## config.mk

```make
export PLATFORM = sky130hd
export DESIGN_NAME = pipe_hazard_ctrl
export DESIGN_NICKNAME = d
export VERILOG_FILES = /design/src/rtl/pipe_hazard_ctrl.sv
export SDC_FILE = /design/constraint.sdc
export NUM_CORES = 1
export LEC_CHECK = 0
export BUFFER_PORTS_ARGS = -buffer_cell sky130_fd_sc_hd__buf_4
export CAP_MARGIN = 20
export CORE_UTILIZATION = 51
export CTS_BUF_LIST = sky130_fd_sc_hd__clkbuf_4
export CTS_CLUSTER_SIZE = 24
export DETAILED_ROUTE_END_ITERATION = 7
export GPL_TIMING_DRIVEN = 0
export PLACE_DENSITY = 0.84
export SKIP_CTS_REPAIR_TIMING = 1
export SLEW_MARGIN = 5
export SYNTH_ARGS = -nofsm -noshare
export SYNTH_HDL_FRONTEND = slang
export SYNTH_SLANG_ARGS = --single-unit
```

## constraint.sdc

```tcl
create_clock -name clk -period 4.09 [get_ports clk]
set_input_delay 0.818 -clock clk [delete_from_list [all_inputs] [get_ports clk]]
set_output_delay 0.818 -clock clk [all_outputs]
set_load 0.02 [all_outputs]
```

## src/rtl/pipe_hazard_ctrl.sv

```systemverilog
// pipe_hazard_ctrl: central stall/flush controller for the in-order pipeline.
// Merges per-source stall requests into a thermometer stall vector
// (stall[0]=PC ... stall[5]=WB), sequences redirect flushes with a post-flush
// drain that holds PC+IF, and runs a sticky stall watchdog.
// Optional build macro PIPE_HAZARD_CTRL_PERF_EN adds the stall-cycle and
// flush-count performance counters; without it both outputs are tied to 0.
module pipe_hazard_ctrl #(
  parameter int unsigned         NSTAGE    = 6,
  parameter int unsigned         NREQ      = 3,
  parameter logic [4*NREQ-1:0]   REQ_STAGE = 12'h223,
  parameter int unsigned         DRAIN_CYC = 2,
  parameter int unsigned         TIMEOUT   = 1024
) (
  input  logic              clk,
  input  logic              rst,
  input  logic [NREQ-1:0]   stallreq,
  input  logic              flush_req,
  input  logic [31:0]       flush_pc,
  output logic [NSTAGE-1:0] stall,
  output logic              flush,
  output logic [31:0]       new_pc,
  output logic              busy,
  output logic              stall_timeout,
  output logic [31:0]       stall_cycles,
  output logic [15:0]       flush_count
);

  localparam logic [3:0]      K_MAX      = 4'(NSTAGE - 1);
  localparam bit              HAS_DRAIN  = (DRAIN_CYC > 0);
  localparam int unsigned     DW         = (DRAIN_CYC > 1) ? $clog2(DRAIN_CYC + 1) : 1;
  localparam logic [DW-1:0]   DRAIN_LOAD = DW'(DRAIN_CYC);
  localparam bit              WD_EN      = (TIMEOUT > 0);
  localparam int unsigned     WDW        = WD_EN ? $clog2(TIMEOUT + 1) : 1;
  localparam logic [WDW-1:0]  WD_MAX     = WDW'(TIMEOUT);

  typedef enum logic [1:0] {
    S_IDLE  = 2'd0,
    S_FLUSH = 2'd1,
    S_DRAIN = 2'd2
  } state_t;

  state_t              r_state;
  state_t              w_state_next;
  logic [DW-1:0]       r_drain;
  logic [31:0]         r_new_pc;
  logic [WDW-1:0]      r_wd;
  logic [WDW-1:0]      w_wd_next;
  logic                r_timeout;
  logic                w_any;
  logic [3:0]          w_k;
  logic [NSTAGE-1:0]   w_merge;
  logic [NSTAGE-1:0]   w_hold;
  logic [NSTAGE-1:0]   w_stall;

  // Merge: deepest frozen stage among asserted requests, expanded to a thermometer
  always_comb begin
    w_any = 1'b0;
    w_k   = '0;
    for (int unsigned j = 0; j < NREQ; j++) begin
      if (stallreq[j]) begin
        w_any = 1'b1;
        if (REQ_STAGE[4*j +: 4] > w_k) w_k = REQ_STAGE[4*j +: 4];
      end
    end
    if (w_k > K_MAX) w_k = K_MAX;
    w_merge = '0;
    for (int unsigned i = 0; i < NSTAGE; i++) begin
      w_merge[i] = w_any && (4'(i) <= w_k);
    end
    w_hold      = '0;
    w_hold[1:0] = 2'b11;
  end

  // FSM state register
  always_ff @(posedge clk) begin
    if (rst) r_state <= S_IDLE;
    else     r_state <= w_state_next;
  end

  // FSM next state; a redirect in any state (re)starts the flush
  always_comb begin
    w_state_next = r_state;
    unique case (r_state)
      S_IDLE:  if (flush_req) w_state_next = S_FLUSH;
      S_FLUSH: begin
        if (flush_req)      w_state_next = S_FLUSH;
        else if (HAS_DRAIN) w_state_next = S_DRAIN;
        else                w_state_next = S_IDLE;
      end
      S_DRAIN: begin
        if (flush_req)                 w_state_next = S_FLUSH;
        else if (r_drain == DW'(1))    w_state_next = S_IDLE;
      end
      default: w_state_next = S_IDLE;
    endcase
  end

  // FSM outputs; stall is forced low while rst is asserted
  always_comb begin
    flush   = (r_state == S_FLUSH);
    busy    = (r_state != S_IDLE);
    w_stall = '0;
    unique case (r_state)
      S_IDLE:  w_stall = w_merge;
      S_FLUSH: w_stall = '0;
      S_DRAIN: w_stall = w_merge | w_hold;
      default: w_stall = '0;
    endcase
    if (rst) w_stall = '0;
    stall = w_stall;
  end

  // Drain down-counter, reloaded on every FLUSH cycle
  always_ff @(posedge clk) begin
    if (rst)                                    r_drain <= '0;
    else if (r_state == S_FLUSH)                r_drain <= DRAIN_LOAD;
    else if (r_state == S_DRAIN && r_drain != '0) r_drain <= r_drain - DW'(1);
  end

  // Redirect target capture; latest accepted request wins
  always_ff @(posedge clk) begin
    if (rst)            r_new_pc <= '0;
    else if (flush_req) r_new_pc <= flush_pc;
  end

  assign new_pc = r_new_pc;

  // Watchdog next count: consecutive stalled cycles outside FLUSH, saturating
  always_comb begin
    w_wd_next = r_wd;
    if (r_state == S_FLUSH || w_stall == '0) w_wd_next = '0;
    else if (r_wd != WD_MAX)                 w_wd_next = r_wd + WDW'(1);
  end

  // Watchdog counter and sticky timeout flag
  always_ff @(posedge clk) begin
    if (rst) begin
      r_wd      <= '0;
      r_timeout <= 1'b0;
    end else begin
      r_wd <= w_wd_next;
      if (WD_EN && w_wd_next == WD_MAX) r_timeout <= 1'b1;
    end
  end

  assign stall_timeout = r_timeout;

`ifdef PIPE_HAZARD_CTRL_PERF_EN
  logic [31:0] r_stall_cycles;
  logic [15:0] r_flush_count;

  // Performance counters, free-running with wrap
  always_ff @(posedge clk) begin
    if (rst) begin
      r_stall_cycles <= '0;
      r_flush_count  <= '0;
    end else begin
      if (w_stall != '0) r_stall_cycles <= r_stall_cycles + 32'd1;
      if (flush_req)     r_flush_count  <= r_flush_count + 16'd1;
    end
  end

  assign stall_cycles = r_stall_cycles;
  assign flush_count  = r_flush_count;
`else
  assign stall_cycles = '0;
  assign flush_count  = '0;
`endif

endmodule

```

==> flow_metrics.py <==
metrics = {
    "critical_path": {
        "path_cells": "buf_4, nor4_2, nand2b_2, clkbuf_4, inv_2, buf_4",
        "crit_slowest_cell": "nor4_2",
        "cp.depth": 6,
        "cpPeakStageDelay_ns": 0.21,
        "path_class": "in -> out",
        "timing.critical_path.from": "stallreq[2]",
        "path_delay_family": "buffers and inverters",
        "start_kind": "primary input",
        "crit_fanout": 10,
        "cp_common_cell": "buf_4",
        "critPathBufInv": 4,
        "crit_end": "stall[0]",
        "r2r_end": "stall_timeout$_SDFFE_PP0N_",
        "required_ns": 3.27,
        "worstPathArrival_ns": 1.72,
        "crit_path_end_kind": "output port",
        "r2r-start": "r_wd[1]$_SDFF_PP0_",
        "r2r_cells": 6,
        "r2r_slack_ns": 2.04,
    },
    "finish": {
        "final_cells": 452,
        "final_core_utilization_pct": 72.2,
        "seq_area_um2": 961,
        "drive_above_1_share_pct": 38.9,
        "stdcell_area_mm2": 0.00339,
        "multi_input_area_mm2": 0.00120,
        "area_growth_pct": 36.2,
        "fillCellCount": 384,
        "antenna_cells": 0,
        "final_common_cell": "buf_4",
        "finalNetCount": 439,
        "final_cell_mix": "125 x buf_4, 50 x conb_1, 48 x nor2_1, 48 x dfxtp_1, 33 x mux2i_1",
    },
    "global_routing": {
        "grt-ovfl-total": 0,
        "antenna_found_initial": 0,
        "grt_use_total_pct": 19.0,
        "grt_pass1_wl_mm": 7.65,
        "grt_pass1_vias": 1807,
        "grt_max_degree": 17,
    },
    "cts": {
        "htree_levels": 2,
        "worst_skew_pair.late_latency_ns": 0.37,
        "path_clk_slew_ns": 0.15,
        "cts_buffer_depth": 2,
        "cts_tree": "built",
        "clock_sinks": 48,
        "root_buffer": "clkbuf_4",
        "cts_inserted_buffers": 5,
    },
    "timing": {
        "slew_violations": 0,
        "relSlewSlack_pct": 56.2,
        "tns_ns": 0,
        "whs_ns": 0.499,
        "period_needed_ns": 2.54,
        "fin_skew_ns": 0.0154,
        "timing.fmax_mhz": 394,
        "worst_pin_slew_ns": 0.657,
        "layout_setup_ws_ns": 1.55,
        "rsz0062_at_grt": "false",
        "hold_viol": 0,
        "period_share_pct": 62.0,
        "setup_viol": 0,
    },
    "routing": {
        "postRouteAntennaNets": 0,
        "wl_per_cell_um": 11.0,
        "avgViaCountPerCell": 4.52,
        "drt_iter0_drc": 130,
        "vias": 2045,
        "drt_pre_antenna_iters": 4,
        "drc": 0,
        "wl_mm": 4.98,
    },
    "power_and_ir_drop": {
        "combPwrFrac_pct": 23.6,
        "power.density_mw_per_mm2": 308,
        "swShare_pct": 29.6,
        "p_sw_mw": 0.309,
        "p_leak_nw": 1.77,
        "irDropWorstVdd_mv": 0.232,
        "clockPowerShare_pct": 28.2,
        "power.total_mw": 1.04,
        "p_seq_share_pct": 48.3,
        "p_int_mw": 0.735,
    },
    "place": {
        "placedCellCount": 444,
        "dpl_cell_area_mm2": 0.00330,
        "dp_slack_ns": 1.54,
        "hpwl_mm": 3.98,
        "place.gp.congestion": 0.863,
        "io_buffers": 75,
    },
    "yosys": {
        "synth_edf_count": 0,
        "ys.warnings.count": 0,
        "netlist_area_mm2": 0.00249,
        "yosys_register_bits": 48,
        "synth_seq_area_share_pct": 38.7,
        "avgSynthCellArea_um2": 9.35,
        "synthCells": 266,
        "synth_cell_type_count": 47,
        "synthArstFlopShare_pct": 0,
        "synth_flop_cell": "dfxtp_1",
    },
    "floorplan": {
        "rows": 25,
        "die_w_um": 71.8,
        "die_area_mm2": 0.00516,
        "die_y_um": 71.8,
        "start_util_pct": 53.0,
        "core-area_mm2": 0.00469,
        "io_pins": 127,
    },
    "min_path": {
        "hp-class": "reg -> reg",
    },
    "status": {
        "status": "finished, final reports clean",
    },
    "flow_run": {
        "cap_violations": 0,
    },
}
-- sequential cells by signal, indices dropped and copies added, names as in the netlist --
name           cells
new_pc            32
r_state            2
r_drain            2
r_wd              11
stall_timeout      1
-- per-layer routing --
metal	part of all wire [%]	wire length [um]	up-vias	track usage, %
li1	-	-	1043	-
met3	8.3	411	13	6.47
met5	0	0	-	0
met1	40	1970	887	20.4
met2	50	2510	102	35.1
met4	1.8	91	0	5.88
-- area by class of cell --
| type | count | share of cell area, % |
|---|---|---|
| multi-input combinational | 193 | 35.4 |
| sequential | 48 | 28.4 |
| timing repair buffer | 75 | 16.6 |
| buffer | 64 | 13.9 |
| tap | 54 | 2.00 |
| clock inverter | 3 | 1.40 |
| clock buffer | 5 | 1.11 |
| inverter | 10 | 1.11 |
-- synthesized netlist by cell type, types with 3 or more instances --
| cell type | count | area, um2 |
|---|---|---|
| inv_1 | 8 | 30.0 |
| buf_4 | 50 | 375 |
| buf_6 | 5 | 56.3 |
| nand3_1 | 5 | 25.0 |
| clkbuf_1 | 6 | 22.5 |
| nor2_1 | 48 | 180 |
| nor4_1 | 3 | 18.8 |
| ha_1 | 4 | 50.1 |
| nor3_1 | 5 | 25.0 |
| dfxtp_1 | 48 | 961 |
| nand2_1 | 4 | 15.0 |
| xnor2_1 | 6 | 52.6 |
| mux2i_1 | 33 | 330 |
-- power by group through the flow --
stage	Combinational [mW]	Sequential [mW]	Clock [mW]
finish	0.246	0.504	0.294
global route	0.263	0.506	0.320
CTS	0.245	0.503	0.299
detailed placement	0.245	0.513	0
global placement	0.239	0.512	0
floorplan	0.145	0.534	0
-- how the worst min path moves through the flow --
stage / to / slack [ns] / depth (start not counted) / from
after floorplan: r_wd[10]$_SDFF_PP0_ / 0.47 / 2 / r_wd[10]$_SDFF_PP0_
after global placement: stall_timeout$_SDFFE_PP0N_ / 0.46 / 2 / stall_timeout$_SDFFE_PP0N_
after detailed placement: stall_timeout$_SDFFE_PP0N_ / 0.48 / 2 / stall_timeout$_SDFFE_PP0N_
after CTS: stall_timeout$_SDFFE_PP0N_ / 0.51 / 2 / stall_timeout$_SDFFE_PP0N_
after global routing: stall_timeout$_SDFFE_PP0N_ / 0.52 / 2 / stall_timeout$_SDFFE_PP0N_
final: stall_timeout$_SDFFE_PP0N_ / 0.50 / 2 / stall_timeout$_SDFFE_PP0N_
-- tightest hold or removal path, cell delays in order, from the launching register on --
cell      delay (ns)
dfxtp_1         0.37
nand2b_1        0.07
o41ai_2         0.05
-- cell families (layout without fill, tap and decap cells) --
| kind of cell | Yosys count | in the layout | synth area share [%] |
|---|---|---|---|
| AND/OR/NAND/NOR | 81 | 81 | 16.4 |
| AO/OA/AOI/OAI | 16 | 16 | 5.74 |
| flip-flops | 48 | 48 | 38.7 |
| buffers and inverters | 74 | 157 | 20.5 |
| XOR/XNOR | 8 | 8 | 2.82 |
| multiplexers | 34 | 34 | 13.7 |
| adder cells (fa/ha/maj) | 4 | 4 | 2.01 |
| other | 1 | 50 | 0.151 |
(Power assumes the default switching activity.)
